<file path="src/rtl/cpu_pkg.sv">
// Shared CPU front-end constants.
//   ADDR_W / DATA_W  : default address and instruction widths
//   START_ADDR       : default fetch PC after reset
//   WORD_SIZE        : default PC increment in bytes and memory access size
//   count_width()    : bits needed to hold a count of 0..n inclusive
package cpu_pkg;

  localparam int unsigned ADDR_W     = 32;
  localparam int unsigned DATA_W     = 32;
  localparam logic [31:0] START_ADDR = 32'h8002_0000;
  localparam int unsigned WORD_SIZE  = 4;

  function automatic int unsigned count_width(input int unsigned n);
    return $clog2(n + 1);
  endfunction

endpackage

</file>
<file path="src/rtl/fetch_fifo.sv">
// Small synchronous FIFO used twice by the prefetcher: once to remember the
// addresses of accepted requests, once as the instruction queue.
//   clock, reset_n : clock and asynchronous active-low reset
//   push/push_data : write one entry (ignored when full unless popping too)
//   pop            : drop the head entry (ignored when empty)
//   flush          : empty the FIFO; takes precedence over push and pop
//   pop_data       : current head entry (valid when count != 0)
//   count          : number of stored entries, 0..DEPTH
module fetch_fifo
  import cpu_pkg::*;
#(
  parameter int unsigned WIDTH = 32,
  parameter int unsigned DEPTH = 4
) (
  input  logic                           clock,
  input  logic                           reset_n,
  input  logic                           push,
  input  logic [WIDTH-1:0]               push_data,
  input  logic                           pop,
  input  logic                           flush,
  output logic [WIDTH-1:0]               pop_data,
  output logic [count_width(DEPTH)-1:0]  count
);

  localparam int unsigned PTR_W = $clog2(DEPTH);
  localparam int unsigned CNT_W = count_width(DEPTH);

  logic [WIDTH-1:0] mem [DEPTH];
  logic [PTR_W-1:0] wr_ptr;
  logic [PTR_W-1:0] rd_ptr;
  logic             do_push;
  logic             do_pop;

  assign do_pop   = pop && (count != '0);
  assign do_push  = push && ((count != CNT_W'(DEPTH)) || do_pop);
  assign pop_data = mem[rd_ptr];

  // NOTE: the storage array has no reset; an entry is only ever read after it
  // has been written, and leaving it out keeps it a plain register file/RAM.
  always_ff @(posedge clock) begin
    if (do_push && !flush) begin
      mem[wr_ptr] <= push_data;
    end
  end

  // NOTE: sequential state uses non-blocking assignments only, so every
  // register samples values from before the edge regardless of block order.
  always_ff @(posedge clock or negedge reset_n) begin
    if (!reset_n) begin
      wr_ptr <= '0;
      rd_ptr <= '0;
      count  <= '0;
    end else if (flush) begin
      wr_ptr <= '0;
      rd_ptr <= '0;
      count  <= '0;
    end else begin
      // DEPTH is a power of two, so the pointers wrap naturally.
      if (do_push) wr_ptr <= wr_ptr + PTR_W'(1);
      if (do_pop)  rd_ptr <= rd_ptr + PTR_W'(1);
      count <= count + CNT_W'(do_push) - CNT_W'(do_pop);
    end
  end

endmodule

</file>
<file path="src/rtl/fetch_prefetch.sv">
// Instruction prefetcher: issues sequential word reads from the fetch PC,
// pairs each in-order response with the address that requested it and
// queues them for the decoder. A redirect reloads the PC, flushes the queue
// and discards every response still in flight.
//   clock, reset_n              : clock, asynchronous active-low reset
//   enable_fetch                : allow new memory requests
//   stall                       : consumer not accepting the head instruction
//   redirect_valid, redirect_pc : branch/jump redirect strobe and target
//   mem_req, mem_addr, mem_rw,
//   mem_access_size, mem_ready  : request channel (read-only, WORD_SIZE bytes)
//   mem_rvalid, mem_rdata       : in-order response channel
//   inst_valid, inst_pc,
//   inst_data                   : head of the instruction queue
module fetch_prefetch #(
  parameter int unsigned        ADDR_W     = cpu_pkg::ADDR_W,
  parameter int unsigned        DATA_W     = cpu_pkg::DATA_W,
  parameter logic [ADDR_W-1:0]  START_ADDR = ADDR_W'(cpu_pkg::START_ADDR),
  parameter int unsigned        WORD_SIZE  = cpu_pkg::WORD_SIZE,
  parameter int unsigned        DEPTH      = 4
) (
  input  logic              clock,
  input  logic              reset_n,
  input  logic              enable_fetch,
  input  logic              stall,
  input  logic              redirect_valid,
  input  logic [ADDR_W-1:0] redirect_pc,
  output logic              mem_req,
  output logic [ADDR_W-1:0] mem_addr,
  output logic              mem_rw,
  output logic [31:0]       mem_access_size,
  input  logic              mem_ready,
  input  logic              mem_rvalid,
  input  logic [DATA_W-1:0] mem_rdata,
  output logic              inst_valid,
  output logic [ADDR_W-1:0] inst_pc,
  output logic [DATA_W-1:0] inst_data
);

  localparam int unsigned CNT_W   = cpu_pkg::count_width(DEPTH);
  localparam int unsigned OCC_W   = CNT_W + 1;
  localparam int unsigned ENTRY_W = ADDR_W + DATA_W;

  logic [ADDR_W-1:0]  fetch_pc;
  // outstanding counts every request in flight, including those already
  // condemned by a redirect; drop_cnt says how many of the oldest to discard.
  logic [CNT_W-1:0]   outstanding;
  logic [CNT_W-1:0]   outstanding_next;
  logic [CNT_W-1:0]   drop_cnt;
  logic [CNT_W-1:0]   addr_count;
  logic [CNT_W-1:0]   queue_count;
  logic [OCC_W-1:0]   occupancy;
  logic               handshake;
  logic               drop_resp;
  logic               live_resp;
  logic               queue_push;
  logic               queue_pop;
  logic [ADDR_W-1:0]  resp_addr;
  logic [ENTRY_W-1:0] head_entry;

  assign mem_rw          = 1'b1;
  assign mem_access_size = 32'(WORD_SIZE);
  assign mem_addr        = fetch_pc;
  assign inst_valid      = (queue_count != '0);
  assign {inst_pc, inst_data} = head_entry;

  // NOTE: every signal driven here gets a value on every path, so no latch
  // can be inferred.
  always_comb begin
    // Reserving a queue slot per request in flight guarantees pushes never
    // overflow the instruction queue.
    occupancy  = {1'b0, queue_count} + {1'b0, outstanding};
    mem_req    = enable_fetch && !redirect_valid && (occupancy < OCC_W'(DEPTH));
    handshake  = mem_req && mem_ready;
    drop_resp  = mem_rvalid && (drop_cnt != '0);
    // A response with nothing tracked (e.g. stale after reset) is ignored.
    live_resp  = mem_rvalid && (drop_cnt == '0) && (addr_count != '0);
    queue_push = live_resp && !redirect_valid;
    queue_pop  = inst_valid && !stall && !redirect_valid;
    outstanding_next = outstanding + CNT_W'(handshake)
                     - CNT_W'(drop_resp || live_resp);
  end

  always_ff @(posedge clock or negedge reset_n) begin
    if (!reset_n) begin
      fetch_pc    <= START_ADDR;
      outstanding <= '0;
      drop_cnt    <= '0;
    end else begin
      outstanding <= outstanding_next;
      if (redirect_valid) begin
        fetch_pc <= redirect_pc;
        // Everything still in flight after this cycle's response is stale.
        drop_cnt <= outstanding_next;
      end else begin
        if (handshake) fetch_pc <= fetch_pc + ADDR_W'(WORD_SIZE);
        if (drop_resp) drop_cnt <= drop_cnt - CNT_W'(1);
      end
    end
  end

  fetch_fifo #(
    .WIDTH (ADDR_W),
    .DEPTH (DEPTH)
  ) u_addr_fifo (
    .clock     (clock),
    .reset_n   (reset_n),
    .push      (handshake),
    .push_data (fetch_pc),
    .pop       (live_resp),
    .flush     (redirect_valid),
    .pop_data  (resp_addr),
    .count     (addr_count)
  );

  fetch_fifo #(
    .WIDTH (ENTRY_W),
    .DEPTH (DEPTH)
  ) u_inst_queue (
    .clock     (clock),
    .reset_n   (reset_n),
    .push      (queue_push),
    .push_data ({resp_addr, mem_rdata}),
    .pop       (queue_pop),
    .flush     (redirect_valid),
    .pop_data  (head_entry),
    .count     (queue_count)
  );

endmodule

</file>
<file path="config.mk">
export PLATFORM = sky130hd
export DESIGN_NAME = fetch_prefetch
export DESIGN_NICKNAME = d
export VERILOG_FILES = /design/src/rtl/cpu_pkg.sv /design/src/rtl/fetch_fifo.sv /design/src/rtl/fetch_prefetch.sv
export SDC_FILE = /design/constraint.sdc
export NUM_CORES = 1
export LEC_CHECK = 0
export ABC_AREA = 0
export BUFFER_PORTS_ARGS = -buffer_cell sky130_fd_sc_hd__buf_2
export CORE_UTILIZATION = 35
export DETAILED_ROUTE_END_ITERATION = 12
export GPL_TIMING_DRIVEN = 0
export PLACE_DENSITY = 0.57
export RECOVER_POWER = 50
export REMOVE_ABC_BUFFERS = 1
export SLEW_MARGIN = 15
export SYNTH_ARGS = -nofsm -noshare
export SYNTH_HDL_FRONTEND = slang
export SYNTH_SLANG_ARGS = --single-unit
export TNS_END_PERCENT = 30
</file>
<file path="constraint.sdc">
create_clock -name clock -period 4.6 [get_ports clock]
set_clock_uncertainty 0.1 [all_clocks]
set_input_delay 0.23 -clock clock [delete_from_list [all_inputs] [get_ports clock]]
set_output_delay 0.23 -clock clock [all_outputs]
set_load 0.05 [all_outputs]
</file>
Word-level counts from Yosys, hierarchy flattened
Memory sizes are Yosys's and may differ from the RTL's.
Cells that the tools add are included.
{ "op_classes": {"n_eq_ne": 2, "n_lt_le_gt_ge": 1, "add_sub_neg": 13, "reduce_logical": 30, "n_mux": 18} }
{ "ops": {"columns": ["operator", "n"], "rows": [
  ["two-way mux 32 bit", 2],
  ["adder 32 x 3 -> 32 bit, second input constant", 1],
  ["two-way mux 2 bit", 8],
  ["logical AND 1 bit", 15],
  ["two-way mux 3 bit", 4],
  ["nonzero test 2 bit", 6],
  ["adder 3 x 1 -> 3 bit", 3],
  ["nonzero test 3 bit", 3],
  ["subtractor 3 x 1 -> 3 bit", 3],
  ["adder 2 x 1 -> 2 bit, second input constant", 4],
  ["!= test 3 bit, second input constant", 2],
  ["adder 3 x 3 -> 4 bit", 1],
  ["< comparator 4 x 3 -> 1 bit, second input constant", 1],
  ["two-way mux 1 bit", 4],
  ["zero test 3 bit", 1],
  ["logical OR 1 bit", 3],
  ["subtractor 3 x 1 -> 3 bit, second input constant", 1],
  ["zero test 1 bit", 2]
]} }
{ "totals": {"ram_bits": 384, "n_memories": 2, "input_bits": 71, "elab_cells": 75, "output_inout_bits": 131, "regBits": 52} }
{ "memory_table": {"columns": ["memory", "depth", "word_bits", "rd", "rd_ports_with_merged_regs", "wr", "line", "text"], "rows": [
  ["u_inst_queue.mem", 4, 64, 1, 0, 1, "fetch_fifo.sv:28", "logic [WIDTH-1:0] mem [DEPTH];"],
  ["u_addr_fifo.mem", 4, 32, 1, 0, 1, "fetch_fifo.sv:28", null]
]} }

Longest topological paths before layout
{ "logic_depth": {"word_depth": 9, "mapped_depth": 14, "mapped_depth_nobuf": 13} }

By module
From an unflattened synthesis, not the netlist that was laid out.
{ "unflattened": {"cells_unflattened": 880, "area_unflattened_um2": 17319.1} }
{ "by_module_without_submodules": {"columns": ["mod", "cells_each", "seq_area_each_um2", "area_per_inst_um2", "n_inst"], "rows": [
  ["fetch_fifo (u_inst_queue)", 377, 7862.5, 9685.5, 1],
  ["fetch_fifo (u_addr_fifo)", 212, 4018.9, 5071.1, 1],
  ["fetch_prefetch", 291, 953.4, 2562.5, 1]
]} }

Least setup slack after synthesis
OpenSTA, ideal clock, no wires.
{ "synth_path": {"path_kind": "register to register", "startpoint": "register drop_cnt[0]", "endpoint": "memory u_inst_queue.mem[0][0] in the netlist's numbering, enable pin", "path_stages_with_launch": 6, "setup_time_ps": 429, "synth_period_minus_slack_ps": 3393, "path_slack_ps": 1207, "arrival_ps": 2864, "required_ps": 4071, "n_path_buf": 0, "path_cell_list": "dfrtp_1 > inv_1 > ha_1 > nand3b_1 > nor4_2 > and2_1"} }
{ "synth_between": {"elab_chain_cells": 8} }
{ "synth_rtl": {"columns": ["element", "line", "text"], "rows": [
  ["from (decl)", "fetch_prefetch.sv:48", "logic [CNT_W-1:0] drop_cnt;"],
  ["from (signal assigned)", "fetch_prefetch.sv:93", "drop_cnt <= outstanding_next;"],
  ["from (signal assigned)", "fetch_prefetch.sv:96", "if (drop_resp) drop_cnt <= drop_cnt - CNT_W'(1);"],
  ["zero test 3 bit", "fetch_prefetch.sv:76", "live_resp = mem_rvalid && (drop_cnt == '0) && (addr_count != '0);"],
  ["logical AND 1 bit (2 in a row)", "fetch_prefetch.sv:76", null],
  ["logical AND 1 bit", "fetch_prefetch.sv:77", "queue_push = live_resp && !redirect_valid;"],
  ["logical AND 1 bit", "fetch_fifo.sv:35", "assign do_push = push && ((count != CNT_W'(DEPTH)) || do_pop);"],
  ["logical AND 1 bit", "fetch_fifo.sv:41", "if (do_push && !flush) begin"],
  ["two-way mux 1 bit", "fetch_fifo.sv:41", null],
  ["two-way mux 1 bit (implied by the code)", "fetch_fifo.sv:42", "mem[wr_ptr] <= push_data;"],
  ["to (decl)", "fetch_fifo.sv:28", null]
]} }
No other way between the ends.

Final worst setup path
{ "layout_path": {"startpoint": "register u_inst_queue.count[1]", "endpoint": "register u_addr_fifo.count[2]"} }
{ "layout_between": {"elab_chain_cells": 8} }
{ "layout_rtl": {"columns": ["element", "line", "text"], "rows": [
  ["from (decl)", "fetch_fifo.sv:22", "output logic [count_width(DEPTH)-1:0] count"],
  ["from (signal assigned)", "fetch_fifo.sv:61", "count <= count + CNT_W'(do_push) - CNT_W'(do_pop);"],
  ["adder 3 x 3 -> 4 bit", "fetch_prefetch.sv:71", "occupancy = {1'b0, queue_count} + {1'b0, outstanding};"],
  ["< comparator 4 x 3 -> 1 bit", "fetch_prefetch.sv:72", "mem_req = enable_fetch && !redirect_valid && (occupancy < OCC_W'(DEPTH));"],
  ["logical AND 1 bit", "fetch_prefetch.sv:72", null],
  ["logical AND 1 bit", "fetch_prefetch.sv:73", "handshake = mem_req && mem_ready;"],
  ["logical AND 1 bit", "fetch_fifo.sv:35", null],
  ["adder 3 x 1 -> 3 bit", "fetch_fifo.sv:61", null],
  ["subtractor 3 x 1 -> 3 bit", "fetch_fifo.sv:61", null],
  ["two-way mux 3 bit", "fetch_fifo.sv:53", "end else if (flush) begin"],
  ["to (signal assigned)", "fetch_fifo.sv:61", null],
  ["to (decl)", "fetch_fifo.sv:22", null]
]} }
No other way between the ends.
A chain may end at the register's enable or synchronous reset.

==> results.md <==
* Status: finished, violations left
* Failing checks: max-capacitance violations, max-slew violations
* RSZ-0062 raised after global routing: false
* Fin crit share at 0.858
* Worst-margin pin slew at 3190 ps
* Grt met3 use at 0.0332
* Static Leak at 7.03 nW
* Die height at 224 um
* Num ports at 202
* DR pass1 iterations at 4
* Num rows at 80
* DP Area at 18,900 um2
* CP max FO at 25
* Fill count at 4,272
* Routability congestion estimate at 0.737
* Hpwl dp at 22.5 mm
* Primary FF master, synth: edfxtp_1
* CP Class: reg -> reg
* IO buf count at 168
* Largest net degree at the start of global routing at 70
* N_diodes at 0
* Worst hold path type: in -> reg
* Slew margin rel. at -1.13
* Core area at 48,100 um2
* Share of cells above drive strength 1 at 0.248
* Post-synth ARST share at 0.119
* # placed instances at 1,675
* Final ANT Viol Nets at 0
* Critical path arrival at 4270 ps
* Vias in the first global route at 9,398
* Total Nets Final at 1,230
* Crit path launch type: flop
* Ys Warns at 0
* DRC viols at 0
* Count leader, synth: edfxtp_1
* Synthesized area per cell at 19.7 um2
* Area growth from synthesis to layout at 21.8%
* Routed wire length at 36.6 mm
* First-pass GRT wire length at 56.2 mm
* Max Buffers Root-to-Sink at 3
* Vias per cell at 4.82
* Commonest cells in the netlist: edfxtp_1 (384), mux4_2 (96), dfrtp_1 (50), nand2_1 (45), buf_4 (33)
* Min cycle time layout at 3950 ps
* Final instance area at 20,900 um2
* Initial DRC Count at 516
* GRT busiest layer: met2
* Seq/Total Area, Yosys at 0.746
* Global Route Usage Sum at 0.149
* Endpoints failing hold at 0
* Post-CTS sizing at 0
* Max Fclk at 253 MHz
* Die area at 50,000 um2
* Area contributors post-synth: edfxtp_1 (67%), mux4_2 (13%), dfrtp_1 (7.3%)
* Pwr per Cell Area at 493 nW/um2
* Crit end category: flop
* Worst EP required at 4920 ps
* Max Slew Vio Count at 72
* Met2 Usage GRT at 0.249
* Clk slew on worst S/H paths at 60 ps
* Met1 usage at 0.193
* Max Cap Viol at 2
* Synth area leader: edfxtp_1
* Seq cells post-synth at 436
* Post-Syn Area at 17,200 um2
* Overflow after GRT at 0
* Vias at 8,821
* Clk sinks at 436
* Gate Count Post-Synth at 875
* Final std cells w/o fill at 1,831
* Clk Latency, worst-skew pair at 560 ps
* Worst Hold Slack at 136 ps
* Cell variety after synth at 48
* Post-synth EDFFs at 384
* Final Power at 10.3 mW
* CTS tree: yes
* VDD IR max at 276 uV
* Clock root cell: clkbuf_16
* Die X-Extent at 224 um
* Initial Util at 0.357
* Post-synth top area share at 0.671
* H-Tree Depth at 2
* Initial antenna violation count at 2
* Final setup vio count at 0
* TritonCTS Buffers at 46
* Avg WL per Cell at 20.0 um
logic make-up (layout without fill, tap and decap cells):
group,count (synthesis),after routing,synth area share
DFF,436,436,0.746
xor gates and xnor gates,15,15,0.00764
buffers and inverters,88,357,0.0282
muxes,104,104,0.131
AOI/OAI and AO/OA,60,60,0.0236
and+or+nand+nor,148,148,0.0456
adders and majority gates,22,22,0.0173
other,2,33,0.000437
cells in the final DEF (no fill, tap or decap), drive strengths merged, types with 6 or more instances in the layout:
cell type / count
o21ai: 21
nand4: 8
nand3b: 7
dlygate4sd3: 70
mux4: 96
inv: 20
nor2: 27
xnor2: 9
nor3: 9
ha: 19
dfrtp: 50
xor2: 6
nor4: 6
conb: 33
clkinv: 20
o311ai: 8
clkbuf: 137
and2: 11
nand2: 45
edfxtp: 384
buf: 108
nand3: 20
o211ai: 10
area by class of cell:
| type | instances | area [um2] | area share |
|---|---|---|---|
| Clock buffer | 64 | 1320 | 0.0631 |
| Tap cell | 656 | 821 | 0.0392 |
| Sequential cell | 436 | 12800 | 0.613 |
| Inverter | 20 | 77.6 | 0.00370 |
| Timing Repair Buffer | 251 | 1750 | 0.0836 |
| Clock inverter | 22 | 150 | 0.00717 |
| Multi-Input combinational cell | 382 | 3990 | 0.190 |
stage by stage:
stage                     setup TNS, ps   util  setup WS, ps
after floorplan                       0      -           855
after global placement          -242420  0.386          -740
after detailed placement              0  0.393           697
after CTS                             0  0.438           724
after global routing                  0  0.435           297
final                                 0  0.435           653
state kept, by name, summed over array words and instances (netlist names), 3 cells and up:
signal and count:
drop_cnt 3, mem_addr 32, outstanding 3, u_addr_fifo.count 3, u_addr_fifo.mem 128, u_inst_queue.count 3, u_inst_queue.mem 256
per-layer routing:
metal  part of all wire  wire length [um]
met1               0.44             16100
met2               0.49             17800
met3              0.052              1890
met4              0.023               845
met5            0.00071                26
power by group:
| part | internal (mW) | leakage, nW | switching (mW) |
|---|---|---|---|
| Clock | 2.11 | 0.733 | 1.48 |
| Combinational | 0.689 | 2.19 | 1.33 |
| Sequential | 4.52 | 4.10 | 0.204 |
worst paths after layout:
path                                                  from                            endpoint  slack (ps)  depth (start not counted)
setup / recovery           u_inst_queue.count[1]$_DFF_PN0_      u_addr_fifo.count[2]$_DFF_PN0_         650                         11
hold / removal                              redirect_valid     u_inst_queue.count[2]$_DFF_PN0_         140                          2
setup reg to reg           u_inst_queue.count[1]$_DFF_PN0_      u_addr_fifo.count[2]$_DFF_PN0_         650                         11
hold reg to reg                    mem_addr[1]$_DFFE_PN0P_     u_addr_fifo.mem[3][1]$_DFFE_PP_         460                          0
max in group asynchronous                          reset_n  u_inst_queue.rd_ptr[1]$_DFFE_PN0P_         980                          2
min in group asynchronous                          reset_n            mem_addr[16]$_DFFE_PN0N_        1150                          2
worst max-delay path, cell delays in order (launching register included):
cell	delay [ps]
dfrtp_1	450
ha_1	220
nor4b_1	270
and4_1	930
inv_4	310
a31oi_2	450
ha_1	220
inv_1	50
fa_1	380
xor2_1	170
xnor2_1	140
nor2_1	60
repair_timing:
action	4_1_cts	5_1_grt
hold buffers	70	0
hold endpoints to repair	213	0
setup buffers	0	0
Power figures use the tool's default switching activity.
